<file path="src/rtl/frame_generator.sv">
// frame_generator: pops commands from a FWFT FIFO and streams Ethernet frames
// (header, clamped fill payload, no FCS) over AXI-Stream with a fixed inter-frame gap.
module frame_generator #(
    parameter int IFG_CYCLES = 12,
    parameter int MIN_SIZE   = 60,
    parameter int MAX_SIZE   = 1514
) (
    input  logic        clk,
    input  logic        rst,
    input  logic        fifo_rd_valid,
    output logic        fifo_rd_enable,
    input  logic [10:0] size,
    input  logic [47:0] d_mac,
    input  logic [47:0] s_mac,
    input  logic [15:0] ethertype,
    input  logic [7:0]  payload,
    output logic [7:0]  m_axis_tdata,
    output logic        m_axis_tvalid,
    input  logic        m_axis_tready,
    output logic        m_axis_tlast,
    output logic        busy,
    output logic [31:0] frames_sent
);
    localparam int GW = IFG_CYCLES > 1 ? $clog2(IFG_CYCLES) : 1;

    typedef enum logic [1:0] {IDLE, HEADER, PAYLOAD, GAP} state_t;

    state_t        state, state_next;
    logic [10:0]   cnt, len;
    logic [127:0]  hdr;
    logic [7:0]    fill;
    logic [GW-1:0] gap;
    logic          hs, last;

    assign hs   = m_axis_tvalid & m_axis_tready;
    assign last = cnt == len - 11'd1;

    always_comb begin
        fifo_rd_enable = state == IDLE && fifo_rd_valid && !rst;
        m_axis_tvalid  = state == HEADER || state == PAYLOAD;
        m_axis_tdata   = state == HEADER  ? hdr[{cnt[3:0], 3'b000} +: 8] :
                         state == PAYLOAD ? fill : 8'd0;
        m_axis_tlast   = m_axis_tvalid && last;
        busy           = state != IDLE;
        state_next     = state;
        unique case (state)
            IDLE:    state_next = fifo_rd_enable ? HEADER : IDLE;
            HEADER:  state_next = hs && cnt == 11'd13 ? PAYLOAD : HEADER;
            PAYLOAD: state_next = hs && last ? (IFG_CYCLES > 0 ? GAP : IDLE) : PAYLOAD;
            GAP:     state_next = gap == '0 ? IDLE : GAP;
            default: state_next = IDLE;
        endcase
    end

    always_ff @(posedge clk or posedge rst) begin
        if (rst) begin
            state       <= IDLE;
            cnt         <= '0;
            len         <= '0;
            hdr         <= '0;
            fill        <= '0;
            gap         <= '0;
            frames_sent <= '0;
        end else begin
            state <= state_next;
            if (fifo_rd_enable) begin
                hdr  <= {16'd0, ethertype, s_mac, d_mac};
                fill <= payload;
                cnt  <= '0;
                // clamp once at pop time so the frame in flight ignores later size changes
                len  <= size < 11'(MIN_SIZE) ? 11'(MIN_SIZE) :
                        size > 11'(MAX_SIZE) ? 11'(MAX_SIZE) : size;
            end else if (hs) begin
                cnt <= cnt + 11'd1;
            end
            if (m_axis_tlast && hs) begin
                frames_sent <= frames_sent + 32'd1;
                gap         <= GW'(IFG_CYCLES - 1);
            end else if (state == GAP) begin
                gap <= gap - 1'b1;
            end
        end
    end
endmodule

</file>
<file path="config.mk">
export PLATFORM = sky130hd
export DESIGN_NAME = frame_generator
export DESIGN_NICKNAME = d
export VERILOG_FILES = /design/src/rtl/frame_generator.sv
export SDC_FILE = /design/constraint.sdc
export NUM_CORES = 1
export LEC_CHECK = 0
export ABC_AREA = 1
export BUFFER_PORTS_ARGS = -buffer_cell sky130_fd_sc_hd__buf_4
export CAP_MARGIN = 20
export CORE_ASPECT_RATIO = 1.75
export CORE_MARGIN = 4
export CORE_UTILIZATION = 45
export CTS_BUF_LIST = sky130_fd_sc_hd__clkbuf_4
export CTS_CLUSTER_DIAMETER = 50
export CTS_CLUSTER_SIZE = 16
export DETAILED_ROUTE_END_ITERATION = 16
export GPL_TIMING_DRIVEN = 0
export PLACE_DENSITY = 0.69
export SYNTH_ARGS = -nofsm -noshare
export SYNTH_HDL_FRONTEND = slang
export SYNTH_SLANG_ARGS = --single-unit
</file>
<file path="constraint.sdc">
create_clock -name clk -period 6.7 [get_ports clk]
set_clock_uncertainty 0.2 [all_clocks]
set_input_delay 0.67 -clock clk [delete_from_list [all_inputs] [get_ports clk]]
set_output_delay 0.67 -clock clk [all_outputs]
set_load 0.005 [all_outputs]
</file>
==> flow_summary.ini, run 1 <==
[status]
status = completed

[global_routing]
grtUsageTotal_pct = 25.85
antenna_found_initial = 1
gr-total-overflow = 0
grt_pass1_vias = 9587
grt_pass1_wl_microns = 48730
grt_max_degree = 41

[critical_path]
cp_slowest_stage_delay_ns = 0.66
rr_startpoint = state[0]$_DFF_PP0_
path_cells = dlygate4sd3_1, buf_4, clkinvlp_4, buf_12, buf_12, nand3_1, inv_1, clkbuf_1, buf_2, buf_4
cp-end-kind = output pin
rrSetupSlack_ns = 3.81
cp_max_fo = 40
critPathSlowestCell = clkbuf_1
arrival_ns = 4.05
cpLargestDelayFamily = buffers and inverters
crit_start = rst
worstPathBufferInverterCount = 9
path_class = input port to output pin
start_kind = input port
crit_required_ns = 5.83

[cts]
cts_num_sinks = 180
ctsResizeCount = 0
cts_tree = yes
clk_pin_slew_ns = 0.16
htreeDepth = 4
insertion_delay_ns = 0.60
cts_buffer_depth = 2
root_buffer = clkbuf_4
numCtsBuffers = 17

[power]
ir_drop_uv = 254.6
p_sw_share_pct = 43.72
pwr-share-comb_pct = 42.9
p_total_w = 0.004074
pwr-share-seq_pct = 42.9
powerDensity_mw_per_mm2 = 344.6
leakagePower_nw = 6.054
p_sw_w = 0.001781
pwr-share-clk_pct = 14.2
internal_power_w = 0.002293

[logic_synthesis]
synth_xor_xnor_area_share_pct = 2.522
synth_top_cell_by_area = dfrtp_1
synth_top_family_by_area = simple AND/OR/NAND/NOR gates
yosysWarnings = 0
synth_nets = 1476
ys_ff_latch = 180
synth_compound_area_share_pct = 8.969
yosysMostFrequentCell = nand2_1
syn_area_per_cell_sq_um = 7.311
yosysTopAreaCellShare_pct = 46.33
ys_types = 40
synth_cells = 1330
synth_edf_count = 0
synth_ff_type = dfrtp_1
synthMuxAreaShare_pct = 0
seq_area_frac_synth_pct = 46.33
synth_area_leaders = dfrtp_1 46%, nand2_1 21%, o21ai_0 5.0%
synth_area_sq_mm = 0.009723
synthSimpleGateAreaFrac_pct = 34.06
ys_async_sr_fraction_pct = 100.0
synth_fa_ha_area_share_pct = 1.416
synthTopCellsByCount = 547 x nand2_1, 180 x dfrtp_1, 106 x nor2_1

[route]
wl_per_cell_microns = 16.94
viasPerCell = 5.192
wirelength_microns = 31130
drt_pass1_iterations = 5
antenna_left = 0
dr_total_vias = 9543
drt_iter0_markers = 607
route.detailed.drc = 0

[die]
start_util_pct = 46.06
coreArea_sq_mm = 0.02111
fp.dieW_microns = 119.1
rows = 70
dieArea_sq_mm = 0.02411
die_height_microns = 202.5
io_pins = 179

[timing]
worst_slack_ns = 1.782
tightest_slew_ns = 0.8450
fin_tns_setup_ns = 0
relSlewSlack_pct = 43.66
period_minus_slack_ns = 4.918
rsz0062_at_grt = no
finalMaxSlewViolations = 0
hold_viol_final = 0
final.period_utilization_pct = 73.41
fmax_ghz = 0.2033
setup_violations = 0

[finish]
fin_cells = 1838
post-route-util_pct = 56.01
syn_to_final_growth_pct = 21.59
drive_gt1_share_pct = 17.11
layout.nets = 1682

[placement]
io_buffers = 177
hpwl_microns = 24780
dp.cells = 1800
pre_cts_slack_ns = 2.273
gp_congestion = 0.9927

[worst_hold_path]
hold_path.startpoint = d_mac[9]
holdCritPathClass = input port to flop

[run]
max_cap_viol_count = 0
[cell families (layout without fill, tap and decap cells)]
| group | after synthesis | count (layout) |
|---|---|---|
| AND/OR/NAND/NOR | 792 | 792 |
| flip-flops | 180 | 180 |
| AO/OA/AOI/OAI | 162 | 162 |
| buffers and inverters | 157 | 376 |
| XOR/XNOR | 28 | 28 |
| adder cells (fa/ha/maj) | 11 | 11 |
| other | 0 | 1 |
[cell type report]
type                            count  area, sq um
Antenna cell                        1        2.502
Buffer                             67        314.1
Clock buffer                       19        142.6
Clock inverter                     13        111.4
Fill cell                        2084         9285
Inverter                           90        341.6
Multi-Input combinational cell    993         4567
Sequential cell                   180         4504
Tap cell                          288        360.3
Timing Repair Buffer              187         1479
[timing repair]
item | 4_1_cts | 5_1_grt
hold endpoints to repair | 30 | 0
hold buffers | 5 | 0
buffers inserted | 0 | 0
[flip-flops by register name, summed over array words and instances, names as in the netlist]
name,flops
cnt,11
fill,8
frames_sent,32
gap,4
hdr,112
len,11
state,2
[layer usage]
metal | global-route usage (%) | share of wire [%] | vias up
met5 | 0 | 0 | -
met4 | 13.92 | 5.5 | 0
met3 | 4.125 | 4.7 | 89
met2 | 50.23 | 55 | 338
met1 | 25.61 | 35 | 4462
li1 | - | - | 4654
[power groups by stage]
stage / logic, W / clock network, W / registers, W
2_1_floorplan: 0.00118 / 0 / 0.00167
3_3_place_gp: 0.00169 / 0 / 0.00176
3_5_place_dp: 0.00172 / 0 / 0.00176
4_1_cts: 0.00174 / 0.000601 / 0.00174
5_1_grt: 0.00196 / 0.000636 / 0.00179
6_report: 0.00175 / 0.000579 / 0.00175
[tightest hold or removal path: stages]
cell and delay [ns]:
buf_4 0.08, nand2_1 0.04, nand2_1 0.05
[metrics by stage]
| step | area [sq um] | hold WS [ns] |
|---|---|---|
| 2_1_floorplan | 9727 | 0.2436 |
| 6_report | 11820 | 0.05044 |
| 3_5_place_dp | 11520 | 0.2600 |
| 3_3_place_gp | 11420 | 0.2568 |
| 5_1_grt | 11820 | 0.004451 |
| 4_1_cts | 11820 | 0.00004224 |
[cells in the final DEF, fill, tap and decap left out, drive strengths merged, types with 2 or more instances in the layout]
master,n
a21oi,22
a22oi,2
a31oi,2
buf,209
clkbuf,59
clkinv,9
clkinvlp,5
dfrtp,180
dlygate4sd3,5
ha,11
inv,88
nand2,555
nand3,54
nand3b,6
nand4,36
nor2,117
nor3,22
o211ai,8
o21ai,107
o22ai,16
xnor2,12
xor2,16
[final timing paths]
check	end	depth (start not counted)
max	fifo_rd_enable	10
min	hdr[9]$_DFFE_PP0P_	3
max reg2reg	hdr[63]$_DFFE_PP0P_	8
min reg2reg	hdr[84]$_DFFE_PP0P_	2
max in group asynchronous	hdr[94]$_DFFE_PP0P_	7
min in group asynchronous	hdr[42]$_DFFE_PP0P_	3
Note: power is estimated with default switching activity, not from simulation.
==> run 2: changes to the inputs <==
Settings changed: PLACE_DENSITY 0.69 to 0.67.
Clock period 6.7 ns to 5.1 ns, I/O delays scaled along.
==> run 2 against run 1 <==
Net effect:
- design area up 11%
- critical endpoint unchanged
- via count up 6.9%
- critical path type unchanged
- hold slack better by 0.062 ns
==> flow_summary.ini, run 2 (same netlist as run 1, synthesis figures left out) <==
[die]
dieArea_sq_mm = 0.02411
rows = 70
fp.dieW_microns = 119.1
start_util_pct = 46.06
die_height_microns = 202.5
coreArea_sq_mm = 0.02111
io_pins = 179

[global_routing]
grt_pass1_wl_microns = 54580
grt.met1_usage_pct = 28.80
gr-total-overflow = 0
grtUsageMet2_pct = 55.45
grtUsageTotal_pct = 28.91
grt_pass1_vias = 10690
grt_use_met3_pct = 4.069
top_usage_layer = met2
grt_max_degree = 43
antenna_found_initial = 1

[cts]
numCtsBuffers = 17
htreeDepth = 4
clk_pin_slew_ns = 0.14
cts_buffer_depth = 2
insertion_delay_ns = 0.62
cts_num_sinks = 180
root_buffer = clkbuf_4
cts_tree = yes
ctsResizeCount = 0

[placement]
pre_cts_slack_ns = 1.086
io_buffers = 177
hpwl_microns = 25290
gp_congestion = 0.9675

[critical_path]
cp-end-kind = output pin
path_class = input port to output pin
crit_required_ns = 4.39
endpoint = fifo_rd_enable
cp_max_fo = 35
crit_start = rst
r2r_end = hdr[63]$_DFFE_PP0P_
path_cells = dlygate4sd3_1, buf_4, clkinvlp_4, buf_12, buf_12, nand3_1, inv_1, clkbuf_1, buf_2, buf_4
rrSetupSlack_ns = 2.19
r2r_cells = 8
start_kind = input port
arrival_ns = 3.87
rr_startpoint = state[0]$_DFF_PP0_
critPathSlowestCell = clkbuf_1
cp_slowest_stage_delay_ns = 0.68

[finish]
drive_gt1_share_pct = 15.99
fillers = 1879
layout.nets = 1809
seqCellArea_sq_mm = 0.004504
largest_reg_flops = 112
layout_commonest_cell = nand2_1
multi_input_area_sq_mm = 0.004567
final_cell_mix = 547 x nand2_1, 180 x dfrtp_1, 179 x buf_4, 132 x dlygate4sd3_1, 106 x nor2_1
top_register = hdr
reg_top3 = hdr: 112 flops, frames_sent: 32 flops
syn_to_final_growth_pct = 35.39

[timing]
hold_viol_final = 0
finalMaxSlewViolations = 0
worst_slack_ns = 0.5229
rsz0062_at_grt = no
whs_ns = 0.1128
final.period_utilization_pct = 89.75
relSlewSlack_pct = 41.97
tightest_slew_ns = 0.8705
setup_violations = 0
period_minus_slack_ns = 4.577
fmax_ghz = 0.2185

[power]
ir_drop_uv = 279.9
leakagePower_nw = 6.631
powerDensity_mw_per_mm2 = 425.3

[route]
wirelength_microns = 34320
dr_total_vias = 10200
wl_per_cell_microns = 17.47
drt_pass1_iterations = 6
antenna_left = 0
viasPerCell = 5.190
route.detailed.drc = 0
drt_iter0_markers = 666

[worst_hold_path]
min_path_cells = 3
holdCritPathClass = input port to flop

[run]
max_cap_viol_count = 0

[status]
status = completed
run 2: cell count changes in the layout (fill, tap and decap cells not counted):
cell | previous run | this run
dlygate4sd3_1 | 5 | 132
bufinv_16 | 1 | 4
clkinv_1 | 5 | 2
clkinv_2 | 1 | 4
clkinvlp_4 | 5 | 3
clkinv_4 | 3 | 2
run 2: critical path: cells and delay by family:
kind / cells / cell delay (ns)
simple gates: 1 / 0.32
buf+inv: 9 / 2.99
run 2: worst min-delay path by stage:
stage	slack, ns	start	end
finish	0.11	m_axis_tready	gap[0]$_DFFE_PP0P_
global route	0.11	m_axis_tready	gap[1]$_DFFE_PP0P_
CTS	0.07	m_axis_tready	gap[0]$_DFFE_PP0P_
detailed placement	0.26	hdr[67]$_DFFE_PP0P_	hdr[67]$_DFFE_PP0P_
global placement	0.26	hdr[65]$_DFFE_PP0P_	hdr[65]$_DFFE_PP0P_
floorplan	0.24	hdr[103]$_DFFE_PP0P_	hdr[103]$_DFFE_PP0P_
run 2: cell type report:
cell class,instances,area share (%)
diodes,1,0.01901
plain buffers,67,2.386
clock buffers,19,1.084
clock inverters,13,1.378
inverters,90,2.595
multi-input cells,993,34.69
flip-flops and latches,180,34.22
well taps,288,2.737
repair buffers,314,20.89
run 2: per-stage QoR:
step	total power, W	std cells	util, %	TNS [ns]	area (sq um)
4_1_cts	0.005590	1964	62.35	0	13160
6_report	0.005599	1965	62.37	0	13160
2_1_floorplan	0.003741	1330	-	0	9727
5_1_grt	0.006029	1965	62.37	0	13160
3_5_place_dp	0.004583	1800	54.56	0	11520
3_3_place_gp	0.004532	1795	54.08	-261.58	11420
run 2: timing repair:
| item | 4_1_cts | 5_1_grt |
|---|---|---|
| endpoints found under the setup margin | 0 | 0 |
| setup buffers | 0 | 0 |
| hold buffers | 132 | 0 |
| endpoints found under the hold margin | 154 | 0 |
run 2: routing by layer:
metal | vias to the layer above | part of all wire (%)
li1 | 4899 | -
met4 | 0 | 6.4
met3 | 109 | 4.0
met5 | - | 0
met2 | 340 | 55
met1 | 4850 | 34
run 2: report_power, final:
group	leakage, nW	total, W	switching (W)	internal (W)
Combinational	4.18	0.00239	0.00150	0.000887
Clock	0.173	0.000910	0.000511	0.000399
Sequential	2.28	0.00230	0.000355	0.00194
